--- config.mk ---
export PLATFORM = sky130hd
export DESIGN_NAME = gen_clk_div
export DESIGN_NICKNAME = d
export VERILOG_FILES = /design/src/rtl/gen_clk_div.sv
export SDC_FILE = /design/constraint.sdc
export NUM_CORES = 1
export LEC_CHECK = 0
export ABC_AREA = 1
export CORE_MARGIN = 2
export CORE_UTILIZATION = 49
export DETAILED_ROUTE_END_ITERATION = 12
export PLACE_DENSITY = 0.85
export SETUP_SLACK_MARGIN = 0.4
export SLEW_MARGIN = 15
export SYNTH_ARGS = -nofsm -noshare
export SYNTH_HDL_FRONTEND = slang
export SYNTH_SLANG_ARGS = --single-unit
--- constraint.sdc ---
create_clock -name clk_8f -period 2.25 [get_ports clk_8f]
set_clock_uncertainty 0.1 [all_clocks]
set_input_delay 0.45 -clock clk_8f [delete_from_list [all_inputs] [get_ports clk_8f]]
set_output_delay 0.45 -clock clk_8f [all_outputs]
set_load 0.05 [all_outputs]
--- src/rtl/gen_clk_div.sv ---
// gen_clk_div: parametrised power-of-two clock divider with glitch-free
// start/stop, per-output rising-edge strobes and a boundary-switched select.
// Every output is registered from the next-state values.

// One divided output: registers its clock level and its rising-edge strobe.
module gen_clk_div_lane (
  input  logic clk_8f,
  input  logic rst,
  input  logic run_nxt,      // divider is active in the coming cycle
  input  logic cnt_bit_nxt,  // this lane's bit of the next count
  input  logic low_clr_nxt,  // every lower bit of the next count is zero
  output logic div_nxt,      // next level, used by the select mux
  output logic clk_div,
  output logic stb
);

  assign div_nxt = run_nxt & ~cnt_bit_nxt;

  // Register the level and the strobe that marks its rising edge.
  always_ff @(posedge clk_8f or posedge rst) begin
    if (rst) begin
      clk_div <= 1'b0;
      stb     <= 1'b0;
    end else begin
      clk_div <= div_nxt;
      stb     <= div_nxt & low_clr_nxt;
    end
  end

endmodule

module gen_clk_div #(
  parameter int CNT_W = 3,
  parameter int SEL_W = 2
) (
  input  logic             clk_8f,
  input  logic             rst,
  input  logic             enb,
  input  logic [SEL_W-1:0] div_sel,
  output logic [CNT_W-1:0] clk_div,
  output logic [CNT_W-1:0] stb,
  output logic             clk_sel,
  output logic [SEL_W-1:0] sel_cur,
  output logic             running
);

  typedef enum logic [1:0] {IDLE, RUN, STOPPING} state_t;

  localparam logic [CNT_W-1:0] CNT_MAX = '1;
  localparam logic [SEL_W:0]   SEL_LIM = (SEL_W+1)'(CNT_W);

  state_t           state, state_nxt;
  logic [CNT_W-1:0] cnt, cnt_nxt;
  logic [CNT_W-1:0] div_nxt;
  logic [CNT_W-1:0] low_clr;
  logic             low_acc;
  logic             run_nxt;
  logic             sel_ld;
  logic [SEL_W-1:0] sel_nxt;
  logic             clk_sel_nxt;

  // State and master counter.
  always_ff @(posedge clk_8f or posedge rst) begin
    if (rst) begin
      state <= IDLE;
      cnt   <= '0;
    end else begin
      state <= state_nxt;
      cnt   <= cnt_nxt;
    end
  end

  // Next state: stopping is only allowed to land on the all-low last cycle.
  always_comb begin
    state_nxt = state;
    cnt_nxt   = cnt + CNT_W'(1);
    case (state)
      IDLE: begin
        cnt_nxt = '0;
        if (enb) state_nxt = RUN;
      end
      RUN: begin
        if (!enb) state_nxt = STOPPING;
      end
      STOPPING: begin
        if (enb)                 state_nxt = RUN;
        else if (cnt == CNT_MAX) state_nxt = IDLE;
      end
      default: begin
        state_nxt = IDLE;
        cnt_nxt   = '0;
      end
    endcase
  end

  // Next outputs: strobe masks, select load on period boundaries, select mux.
  always_comb begin
    run_nxt = (state_nxt != IDLE);
    low_acc = 1'b1;
    low_clr = '0;
    for (int i = 0; i < CNT_W; i++) begin
      low_clr[i] = low_acc;
      low_acc    = low_acc & ~cnt_nxt[i];
    end
    // cnt_nxt is zero in IDLE, so this also covers the every-cycle IDLE load.
    sel_ld      = ({1'b0, div_sel} < SEL_LIM) && (cnt_nxt == '0);
    sel_nxt     = sel_ld ? div_sel : sel_cur;
    clk_sel_nxt = 1'b0;
    for (int i = 0; i < CNT_W; i++) begin
      if (sel_nxt == SEL_W'(i)) clk_sel_nxt = div_nxt[i];
    end
  end

  for (genvar i = 0; i < CNT_W; i++) begin : gen_lane
    gen_clk_div_lane u_lane (
      .clk_8f      (clk_8f),
      .rst         (rst),
      .run_nxt     (run_nxt),
      .cnt_bit_nxt (cnt_nxt[i]),
      .low_clr_nxt (low_clr[i]),
      .div_nxt     (div_nxt[i]),
      .clk_div     (clk_div[i]),
      .stb         (stb[i])
    );
  end

  // Shared output registers.
  always_ff @(posedge clk_8f or posedge rst) begin
    if (rst) begin
      sel_cur <= '0;
      clk_sel <= 1'b0;
      running <= 1'b0;
    end else begin
      sel_cur <= sel_nxt;
      clk_sel <= clk_sel_nxt;
      running <= run_nxt;
    end
  end

endmodule
Word-level counts from Yosys, hierarchy flattened:

Index checks and enable logic that the tools add are counted.

* $add $sub $neg: 1
* $lt $le $gt $ge: 1
* eq/ne operators: 5
* multiplexer cells: 10
* bitwise gates (word level): 9
* reductions and logical operators: 6

Operator list (number)
* $mux W2: 5
* $and A1 B1 Y1: 6
* $pmux W2 S3: 1
* $eq A2 B1 Y1 const B: 2
* $eq A2 B2 Y1 const B: 2
* $logic_not A2 Y1: 2
* $add A3 B1 Y3 const B: 1
* $eq A3 B3 Y1 const B: 1
* $logic_not A3 Y1: 1
* $mux W1: 3
* $mux W3: 1
* $not A1 Y1: 3
* $lt A2 B2 Y1 const B: 1
* $reduce_bool A2 Y1: 1
* $reduce_or A2 Y1: 1
* $logic_and A1 B1 Y1: 1

* register bits after elaboration: 14
* input bits: 5
* output and inout port bits: 10
* word-level logic and storage cells: 42

Depth between registers and ports, before layout:

Gate-level depths: netlist of the first run.

* depth after elaboration: 10
* mapped depth: 10
* gate-level depth less buffers: 10

Cells and area by module:

From an unflattened synthesis of the first run, not the netlist that was laid out.

* cell total of the unflattened synthesis: 93
* area total of the unflattened synthesis: 798.3 um^2

Modules (own cells, without submodules)
* gen_clk_div: instances 1, cells each 69, area each 565.5 um^2, sequential area each 225.2 um^2
* gen_clk_div_lane: instances 3, cells each 8, area each 77.6 um^2, sequential area each 50.0 um^2

Worst setup path before layout of the first run:

No wires, ideal clock.

* path type: register to register
* from: reg state[0]
* to: reg clk_sel
* library setup time: 0.124 ns
* data arrival time: 1.391 ns
* data required time: 2.026 ns
* setup slack: 0.634 ns
* stages on the path, launching flop included: 11
* buffers on the path: 0
* period minus slack after synthesis: 1.616 ns
* path through: dfrtp_1 -> inv_1 -> ha_1 -> nand2_2 -> nand4_1 -> nand2_1 -> nand2_1 -> nand2_1 -> clkinv_1 -> nand3_1 -> nand3_1

* longest elaborated chain between the ends: 10
* elaborated cells between the ends (all ways): 26
* classes of those cells: eq/ne: 4; mux: 10; bitwise: 6; reduce/logical: 6

Ends and longest elaborated chain
* start, declared: RTL line 52 `state_t state, state_nxt;`
* start signal, assigned: RTL line 68 `state <= state_nxt;`
* $eq A2 B2 Y1 or $eq A2 B1 Y1 (tied branches): RTL line 77 `case (state)`
* $reduce_or A2 Y1 (no source line)
* $mux W3: RTL line 77
* $logic_not A3 Y1: RTL line 106 `sel_ld = ({1'b0, div_sel} < SEL_LIM) && (cnt_nxt == '0);`
* $logic_and A1 B1 Y1: RTL line 106
* $mux W2: RTL line 107 `sel_nxt = sel_ld ? div_sel : sel_cur;`
* $logic_not A2 Y1: RTL line 110 `if (sel_nxt == SEL_W'(i)) clk_sel_nxt = div_nxt[i];`
* $mux W1 (2 in a row): RTL line 110
* $mux W1 *: RTL line 110
* net clk_sel_nxt: RTL line 60 `logic clk_sel_nxt;`
* end signal, assigned: RTL line 135 `clk_sel <= clk_sel_nxt;`
* end, declared: RTL line 42 `output logic clk_sel,`

Mark *: on every way through the listed nets, which the timed path passes. The rest lies on a longest branch.

Worst setup path after layout of the first run:

* from: reg sel_cur[1]
* to: out sel_cur[1]

RTL lines
* start, declared: RTL line 43 `output logic [SEL_W-1:0] sel_cur,`
* start signal, assigned: RTL line 134 `sel_cur <= sel_nxt;`

No word-level cell between the ends.

==> results of run 1 <==
## cell usage after synthesis
library cell	number
o21ai_1	1
nand4_1	5
ha_1	6
nand2_1	18
nand2_4	1
a21oi_1	1
nand2_2	3
inv_1	21
o21ai_0	2
clkinv_1	1
nor2_1	11
dfrtp_1	14
buf_4	6
nand3_1	4
## how the worst min path moves through the flow
stage	startpoint	to	slack, ps	cells after the start
after detailed placement	sel_cur[0]	sel_cur[0]	430	2
after floorplan	rst	clk_sel	240	1
final	rst	gen_lane[1].u_lane.clk_div	390	2
after global routing	rst	gen_lane[2].u_lane.stb	450	2
after global placement	sel_cur[0]	sel_cur[0]	430	2
after CTS	rst	gen_lane[2].u_lane.stb	420	2
## metal layers
layer  vias up  share of wire  wire [um]
met5         -              0          0
li1        312              -          -
met3         4          0.040         53
met1       282           0.41        552
met4         0          0.027         36
met2        14           0.52        698
## kinds of logic (layout without fill, tap and decap cells)
group / after synthesis / after routing / synth area share
and+or+nand+nor: 42 / 42 / 0.249
buffers and inverters: 28 / 44 / 0.167
DFF: 14 / 14 / 0.459
adders and majority gates: 6 / 6 / 0.0984
AOI/OAI and AO/OA: 4 / 4 / 0.0262
## placed cells by master, fill, tap and decap left out, drive strengths merged
| cell type | count |
|---|---|
| nand3 | 4 |
| ha | 6 |
| nand2 | 22 |
| clkdlybuf4s50 | 4 |
| a21oi | 1 |
| nand4 | 5 |
| clkinv | 1 |
| clkbuf | 4 |
| dlygate4sd2 | 10 |
| inv | 21 |
| buf | 4 |
| o21ai | 3 |
| nor2 | 11 |
| dfrtp | 14 |
## stage by stage
step,worst slack [ps],util
5_1_grt,428,0.655
3_3_place_gp,466,0.590
6_report,510,0.655
2_1_floorplan,634,-
4_1_cts,423,0.606
3_5_place_dp,428,0.590
## cell type report
cell class | instances | area, um^2 | area share
Clock buffer | 4 | 36.3 | 0.0372
Inverter | 22 | 82.6 | 0.0847
Multi-Input combinational cell | 52 | 328 | 0.336
Sequential cell | 14 | 350 | 0.359
Tap cell | 16 | 20.0 | 0.0205
Timing Repair Buffer | 18 | 158 | 0.162
## timing repair
action	in CTS	in global routing
resized for setup	10	9
pin swaps	0	1
setup endpoints to repair	10	1
endpoints found under the hold margin	0	0
buffers inserted	0	4
## registers in the layout (all words and copies together) (netlist names)
signal                   cells
gen_lane.u_lane.clk_div      2
gen_lane.u_lane.stb          3
cnt                          3
clk_sel                      1
running                      1
state                        2
sel_cur                      2
==> reports/qor.yml, run 1 <==
clock_network:
  cts-root-buf: "clkbuf_4"
  cts.sink_count: 14
  insertion_delay_ps: 280
  cts_tree: "built"
  clockBufferDepth: 2
  cts-hold-fix-buffers: 0
  clk_pin_slew_worst_paths_ps: 80
  htree_levels: 1
  cts-buffers-inserted: 3
logic_synthesis:
  synth_nets: 105
  ys_seq_elements: 14
  syn_inst: 94
  yosys_warnings: 0
  syn_area_um2: 763
  synth.largest_area_cell: "dfrtp_1"
  synth_area_leaders: "dfrtp_1 46%, inv_1 10%, ha_1 9.8%"
  ys_seq_area_frac: 0.459
  yosysTopAreaCellShare: 0.459
  avgSynthCellArea_um2: 8.12
  yosysUniqueCellTypes: 14
placed_design:
  finalWeightedCongestion: 0.810
  portBuffers: 14
  place_area_um2: 878
  hpwlAfterDp_um: 970
  dpl.cell_count: 118
setup_path:
  path_depth: 1
  cpPeakStageDelay_ps: 540
  crit_buf_inv: 1
  crit_start: "sel_cur[1]"
  cp-start-kind: "flop"
  r2r_setup_slack_ps: 570
  r2r_start: "cnt[0]"
  cp_max_fo: 3
  cp-end-kind: "primary output"
  worstPathArrival_ps: 1190
  critical_path_required_ps: 1700
  r2r-end: "clk_sel"
  critPathSlowestCell: "dlygate4sd2_1"
  crit_type: "reg2out"
  cp_top_family: "buffers and inverters"
  reg2reg_depth: 10
  path_cells: "dlygate4sd2_1"
  endpoint: "sel_cur[1]"
die:
  num_rows: 14
  die_area_um2: 1890
  start_util: 0.513
  die_x_um: 43.5
  coreArea_um2: 1490
  die_y_um: 43.5
  io_pins: 15
timing:
  max_freq_mhz: 575
  finalSetupViolCount: 0
  final.setup.tns_ps: 0
  period_minus_slack_ps: 1740
  hold_viol_final: 0
  max-slew-margin-rel: 0.660
  min_period_over_period: 0.773
  slew_viol_final: 0
  rsz0062_at_grt: "no"
  fin_hold_ws_ps: 389
  worstMarginPinSlew_ps: 509
global_route:
  grtUsageTotal: 0.156
  grt_max_degree: 15
  gr-usage-met1: 0.188
  grt-ovfl-total: 0
  grt_pass1_wl_mm: 2.08
  antenna_found_initial: 0
  grt_pass1_vias: 510
  busiest_layer: "met2"
  use_met2: 0.245
  use_met3: 0.0375
detailed_routing:
  num_vias: 612
  totalWireLength_mm: 1.34
  postRouteAntennaNets: 0
  wire_per_inst_um: 10.6
  drtPass1Iterations: 4
  viasPerCell: 4.86
  drt_iter0_markers: 5
  drcViolationCount: 0
final_layout:
  final_cell_area_um2: 975
  syn_to_final_growth_pct: 27.7
  antenna_cells: 0
  final_nets: 122
  fin_cells: 126
  drive_gt1_frac: 0.145
  fill_cells: 122
worst_hold_path:
  hold_path.class: "in2async"
run_status:
  status: "finished clean"
job:
  drv_cap: 0
Power of run 1 is not shown: default switching activity piles up to over one toggle a cycle in this logic, so the estimate is an artifact.
==> inputs of run 2 (changes only) <==
==> constraint.sdc (replaced) <==
create_clock -name clk_8f -period 1.8 [get_ports clk_8f]
set_clock_uncertainty 0.1 [all_clocks]
set_input_delay 0.36 -clock clk_8f [delete_from_list [all_inputs] [get_ports clk_8f]]
set_output_delay 0.36 -clock clk_8f [all_outputs]
set_load 0.05 [all_outputs]
==> run 2 against run 1 <==
Net effect:
- setup slack worse by 370 ps
- worst hold slack worse by 78 ps
- via count is 1.5% lower
- design area grew 2.7%
- non-clock buffer count rose by 2
- cell count increased by 1.6%
- core utilization rose by 1.8 points
- critical path depth rose by 6
- sequential share of layout area down 0.82 points
- flip-flop and latch count is the same
- critical path type is now reg2reg
- critical endpoint is now clk_sel
==> reports/qor.yml, run 2 (synthesis gave the netlist of run 1 again) <==
run_status:
  status: "finished clean"  # unchanged
setup_path:
  crit_type: "reg2reg"  # was reg2out
  cp-end-kind: "flop"  # was primary output
  worstPathArrival_ps: 1720  # was 1190 ps
  critical_path_required_ps: 1860  # was 1700 ps
  cp-start-kind: "flop"  # unchanged
  cp_max_fo: 3  # unchanged
detailed_routing:
  viasPerCell: 4.71  # was 4.86
  drcViolationCount: 0  # unchanged
  drtPass1Iterations: 3  # was 4
  totalWireLength_mm: 1.47  # was 1.34 mm
  wire_per_inst_um: 11.5  # was 10.6 um
  num_vias: 603  # was 612
  drt_iter0_markers: 2  # was 5
  postRouteAntennaNets: 0  # unchanged
timing:
  slew_viol_final: 0  # unchanged
  hold_viol_final: 0  # unchanged
  max-slew-margin-rel: 0.640  # was 0.660
  max_freq_mhz: 603
  finalSetupViolCount: 0  # unchanged
  period_minus_slack_ps: 1660
  worstMarginPinSlew_ps: 539  # was 509 ps
  final.setup.tns_ps: 0  # unchanged
  min_period_over_period: 0.922
  rsz0062_at_grt: "yes"  # was no
clock_network:
  insertion_delay_ps: 280  # about the same
  clk_pin_slew_worst_paths_ps: 90  # was 80 ps
  cts.sink_count: 14  # unchanged
  htree_levels: 1  # unchanged
  cts-root-buf: "clkbuf_4"  # unchanged
  cts_tree: "built"  # unchanged
  clockBufferDepth: 2  # unchanged
  cts-buffers-inserted: 3  # unchanged
placed_design:
  portBuffers: 14  # unchanged
  finalWeightedCongestion: 0.796  # was 0.810
  dpl.cell_count: 118  # unchanged
  hpwlAfterDp_mm: 1.04  # was 970 um
final_layout:
  final_common_cell: "inv_1"  # unchanged
  fin_cells: 128  # was 126
  layout_common_cells: "18 x inv_1, 15 x buf_4, 13 x nand2_1, 13 x dfrtp_1, 11 x nor2_1"  # was 20 x inv_1, 17 x nand2_1, 14 x dfrtp_1
  drive_gt1_frac: 0.339  # was 0.145
  utilization: 0.672  # was 0.655
  antenna_cells: 0  # unchanged
  fill_cells: 129  # was 122
  reg_top3: "cnt: 3 flops, gen_lane.u_lane.stb: 3 flops"  # unchanged
  final_nets: 124  # was 122
  syn_to_final_growth_pct: 31.1  # was 27.7%
die:
  coreArea_um2: 1490  # unchanged
  start_util: 0.513  # unchanged
  die_area_um2: 1890  # unchanged
  die_y_um: 43.5  # unchanged
  num_rows: 14  # unchanged
  die_x_um: 43.5  # unchanged
  io_pins: 15  # unchanged
job:
  drv_cap: 0  # unchanged
global_route:
  grt_max_degree: 15  # unchanged
  antenna_found_initial: 0  # unchanged
  grt_pass1_vias: 553  # was 510
  grtUsageTotal: 0.158  # was 0.156
  grt-ovfl-total: 0  # unchanged
  grt_pass1_wl_mm: 2.22  # was 2.08 mm
worst_hold_path:
  hold_path.class: "in2async"  # unchanged
## run 2: cell count changes in the layout (fill, tap and decap cells not counted), moves of 2 or more
cell / previous run / this run
ha_1: 4 / 2
inv_2: 1 / 3
nand2_1: 17 / 13
nand2_2: 1 / 5
dlygate4sd2_1: 10 / 0
inv_1: 20 / 18
ha_2: 0 / 2
buf_4: 4 / 15
## run 2: path summary, 6_finish.rpt
check                      startpoint                         end  slack [ps]  cells after the start
setup / recovery               cnt[0]                     clk_sel         140                      7
hold / removal                    rst  gen_lane[2].u_lane.clk_div         310                      2
setup reg to reg               cnt[0]                     clk_sel         140                      7
hold reg to reg            sel_cur[0]                  sel_cur[0]         450                      2
max in group asynchronous         rst                    state[0]         900                      2
min in group clk_8f        sel_cur[0]                  sel_cur[0]         450                      2
## run 2: worst max-delay path, stage by stage, from the launching register on
cell     delay (ps)
dfrtp_1         390
ha_2            310
o21ai_1         280
nand4_1         170
nand2_2         110
nor2_1           40
nand3_1          60
nand3_1          80
## run 2: per-layer routing
metal  global-route usage  part of all wire
met1                0.195              0.44
met2                0.260              0.51
met3               0.0375             0.039
met4               0.0727             0.012
met5                    0                 0
## run 2: through the flow
| step | hold WS (ps) | area (um^2) | setup WS, ps |
|---|---|---|---|
| after floorplan | 149 | 798 | 258 |
| after global placement | 426 | 888 | 146 |
| after detailed placement | 434 | 888 | 66.2 |
| after CTS | 317 | 958 | 189 |
| after global routing | 384 | 1000 | 78.0 |
| final | 311 | 1000 | 140 |
## run 2: layout make-up
type,instances,area [um^2],area share
Clock buffer,4,36.3,0.0363
Inverter,22,82.6,0.0825
Multi-Input combinational cell,52,347,0.346
Sequential cell,14,352,0.351
Tap cell,16,20.0,0.0200
Timing Repair Buffer,20,164,0.164
## run 2: what timing repair did
item / CTS / global route
buffers inserted: 3 / 3
gates resized for setup: 7 / 7
hold buffers: 0 / 0
endpoints found under the setup margin: 9 / 11
pin swaps: 9 / 1
Power of run 2 is left out for the same reason.
==> inputs of run 3 (changes only) <==
--- a/config.mk
+++ b/config.mk
@@ -6,10 +6,11 @@
 export NUM_CORES = 1
 export LEC_CHECK = 0
 export ABC_AREA = 1
+export CORE_ASPECT_RATIO = 0.75
 export CORE_MARGIN = 2
-export CORE_UTILIZATION = 49
+export CORE_UTILIZATION = 35
 export DETAILED_ROUTE_END_ITERATION = 12
-export PLACE_DENSITY = 0.85
+export PLACE_DENSITY = 0.67
 export SETUP_SLACK_MARGIN = 0.4
 export SLEW_MARGIN = 15
 export SYNTH_ARGS = -nofsm -noshare
==> run 3 against run 2 <==
Net effect:
- worst hold slack worse by 4.8 ps
- cell count is 7.8% higher
- critical path type unchanged
- count of clock-buffer cells in the layout stayed put
- core utilization is 16 points lower
- first-iteration DRC count grew to 10 times the previous value
- routed wire length is 0.41% higher
- non-clock buffer count is 2 higher
- setup slack better by 65 ps
==> reports/qor.yml, run 3 (synthesis gave the netlist of run 1 again) <==
die:
  coreArea_um2: 2030  # was 1490 um^2
  io_pins: 15  # unchanged
  die_y_um: 44.4  # was 43.5 um
  start_util: 0.376  # was 0.513
  num_rows: 14  # unchanged
  die_area_um2: 2570  # was 1890 um^2
  die_x_um: 57.9  # was 43.5 um
final_layout:
  final_common_cell: "inv_1"  # unchanged
  syn_to_final_growth_pct: 36.9  # was 31.1%
  layout_common_cells: "17 x inv_1, 14 x dfrtp_1, 14 x buf_4"  # was 18 x inv_1, 15 x buf_4, 13 x nand2_1, 13 x dfrtp_1, 11 x nor2_1
  reg_top3: "cnt: 3 flops, gen_lane.u_lane.stb: 3 flops"  # unchanged
  antenna_cells: 0  # unchanged
  final_nets: 126  # was 124
  drive_gt1_frac: 0.368  # was 0.339
setup_path:
  critical_path_required_ps: 1880  # was 1860 ps
  worstPathArrival_ps: 1670  # was 1720 ps
  cp-end-kind: "flop"  # unchanged
  r2r-end: "clk_sel"  # unchanged
  reg2reg_depth: 10  # was 7
  crit_start: "cnt[0]"  # unchanged
  endpoint: "clk_sel"  # unchanged
  crit_type: "reg2reg"  # unchanged
  r2r_setup_slack_ps: 210  # was 140 ps
  r2r_start: "cnt[0]"  # unchanged
  cp_max_fo: 7  # was 3
  cp-start-kind: "flop"  # unchanged
detailed_routing:
  wl_met3_um: 113  # was 58 um
  drcViolationCount: 0  # unchanged
  num_vias: 622  # was 603
  wl_met1_um: 653  # was 643 um
  wire_per_inst_um: 10.7  # was 11.5 um
  drt_iter0_markers: 20  # was 2
  viasPerCell: 4.51  # was 4.71
  met2_length_um: 692  # was 752 um
  postRouteAntennaNets: 0  # unchanged
  drtPass1Iterations: 4  # was 3
  totalWireLength_mm: 1.48  # was 1.47 mm
  maxUsedRoutingLayer: "met4"  # unchanged
job:
  drv_cap: 0  # unchanged
global_route:
  grt-ovfl-total: 0  # unchanged
  grt_max_degree: 15  # unchanged
  grt_pass1_vias: 514  # was 553
  grtUsageTotal: 0.117  # was 0.158
  antenna_found_initial: 0  # unchanged
  grt_pass1_wl_mm: 2.24  # was 2.22 mm
placed_design:
  portBuffers: 14  # unchanged
  hpwlAfterDp_um: 944  # was 1.04 mm
  finalWeightedCongestion: 0.770  # was 0.796
clock_network:
  clk_pin_slew_worst_paths_ps: 90  # about the same
  cts-root-buf: "clkbuf_4"  # unchanged
  cts_tree: "built"  # unchanged
  cts-buffers-inserted: 3  # unchanged
  cts-hold-fix-buffers: 0  # unchanged
  insertion_delay_ps: 280  # about the same
  htree_levels: 1  # unchanged
  clockBufferDepth: 2  # unchanged
  cts.sink_count: 14  # unchanged
timing:
  finalSetupViolCount: 0  # unchanged
  final.setup.tns_ps: 0  # unchanged
  slew_viol_final: 0  # unchanged
  hold_viol_final: 0  # unchanged
  max_freq_mhz: 627  # was 603 MHz
  rsz0062_at_grt: "yes"  # unchanged
  min_period_over_period: 0.886  # was 0.922
  period_minus_slack_ps: 1590  # was 1660 ps
  worstMarginPinSlew_ps: 524  # was 539 ps
  max-slew-margin-rel: 0.650  # was 0.640
run_status:
  status: "finished clean"  # unchanged
worst_hold_path:
  hold_path.class: "in2async"  # unchanged
-- run 3: worst max-delay path: stages (launching register included) --
cell and delay (ps):
dfrtp_1 390, ha_2 190, ha_4 240, nand2_4 90
nand4_1 120, nand2_1 90, nand2_1 60, nand2_1 70
inv_2 40, nand3_2 40, nand3_1 60
-- run 3: layout make-up --
| type | count | area (um^2) |
|---|---|---|
| clock buffer | 4 | 36.3 |
| fill | 186 | 987 |
| inverter | 22 | 82.6 |
| multi-input combinational | 52 | 355 |
| sequential | 14 | 350 |
| tap | 24 | 30.0 |
| timing repair buffer | 22 | 190 |
-- run 3: worst min path at each step --
stage | start | depth (start not counted) | slack, ps | to
3_5_place_dp | sel_cur[0] | 2 | 430 | sel_cur[0]
4_1_cts | rst | 2 | 320 | gen_lane[1].u_lane.clk_div
3_3_place_gp | sel_cur[1] | 2 | 450 | sel_cur[1]
6_report | rst | 2 | 310 | gen_lane[1].u_lane.clk_div
5_1_grt | rst | 2 | 360 | cnt[2]
2_1_floorplan | rst | 1 | 150 | clk_sel
-- run 3: metal layers --
metal / vias up / track usage
met3: 4 / 0.0526
met1: 276 / 0.161
met5: - / 0
li1: 321 / -
met4: 0 / 0.0279
met2: 21 / 0.170
-- run 3: through the flow --
step	setup WS [ps]	std cells	utilization	hold slack, ps	instance area [um^2]
4_1_cts	212	135	0.482	323	978
3_3_place_gp	133	126	0.442	445	898
5_1_grt	103	138	0.514	361	1040
6_report	206	138	0.514	307	1040
3_5_place_dp	86.9	126	0.442	434	898
2_1_floorplan	258	94	-	149	798
-- run 3: what timing repair did --
action                     CTS  global route
pin swaps                    8             7
gates resized for setup      5            14
buffers inserted             5             3
setup endpoints to repair    8            10
Power of run 3 is left out for the same reason.
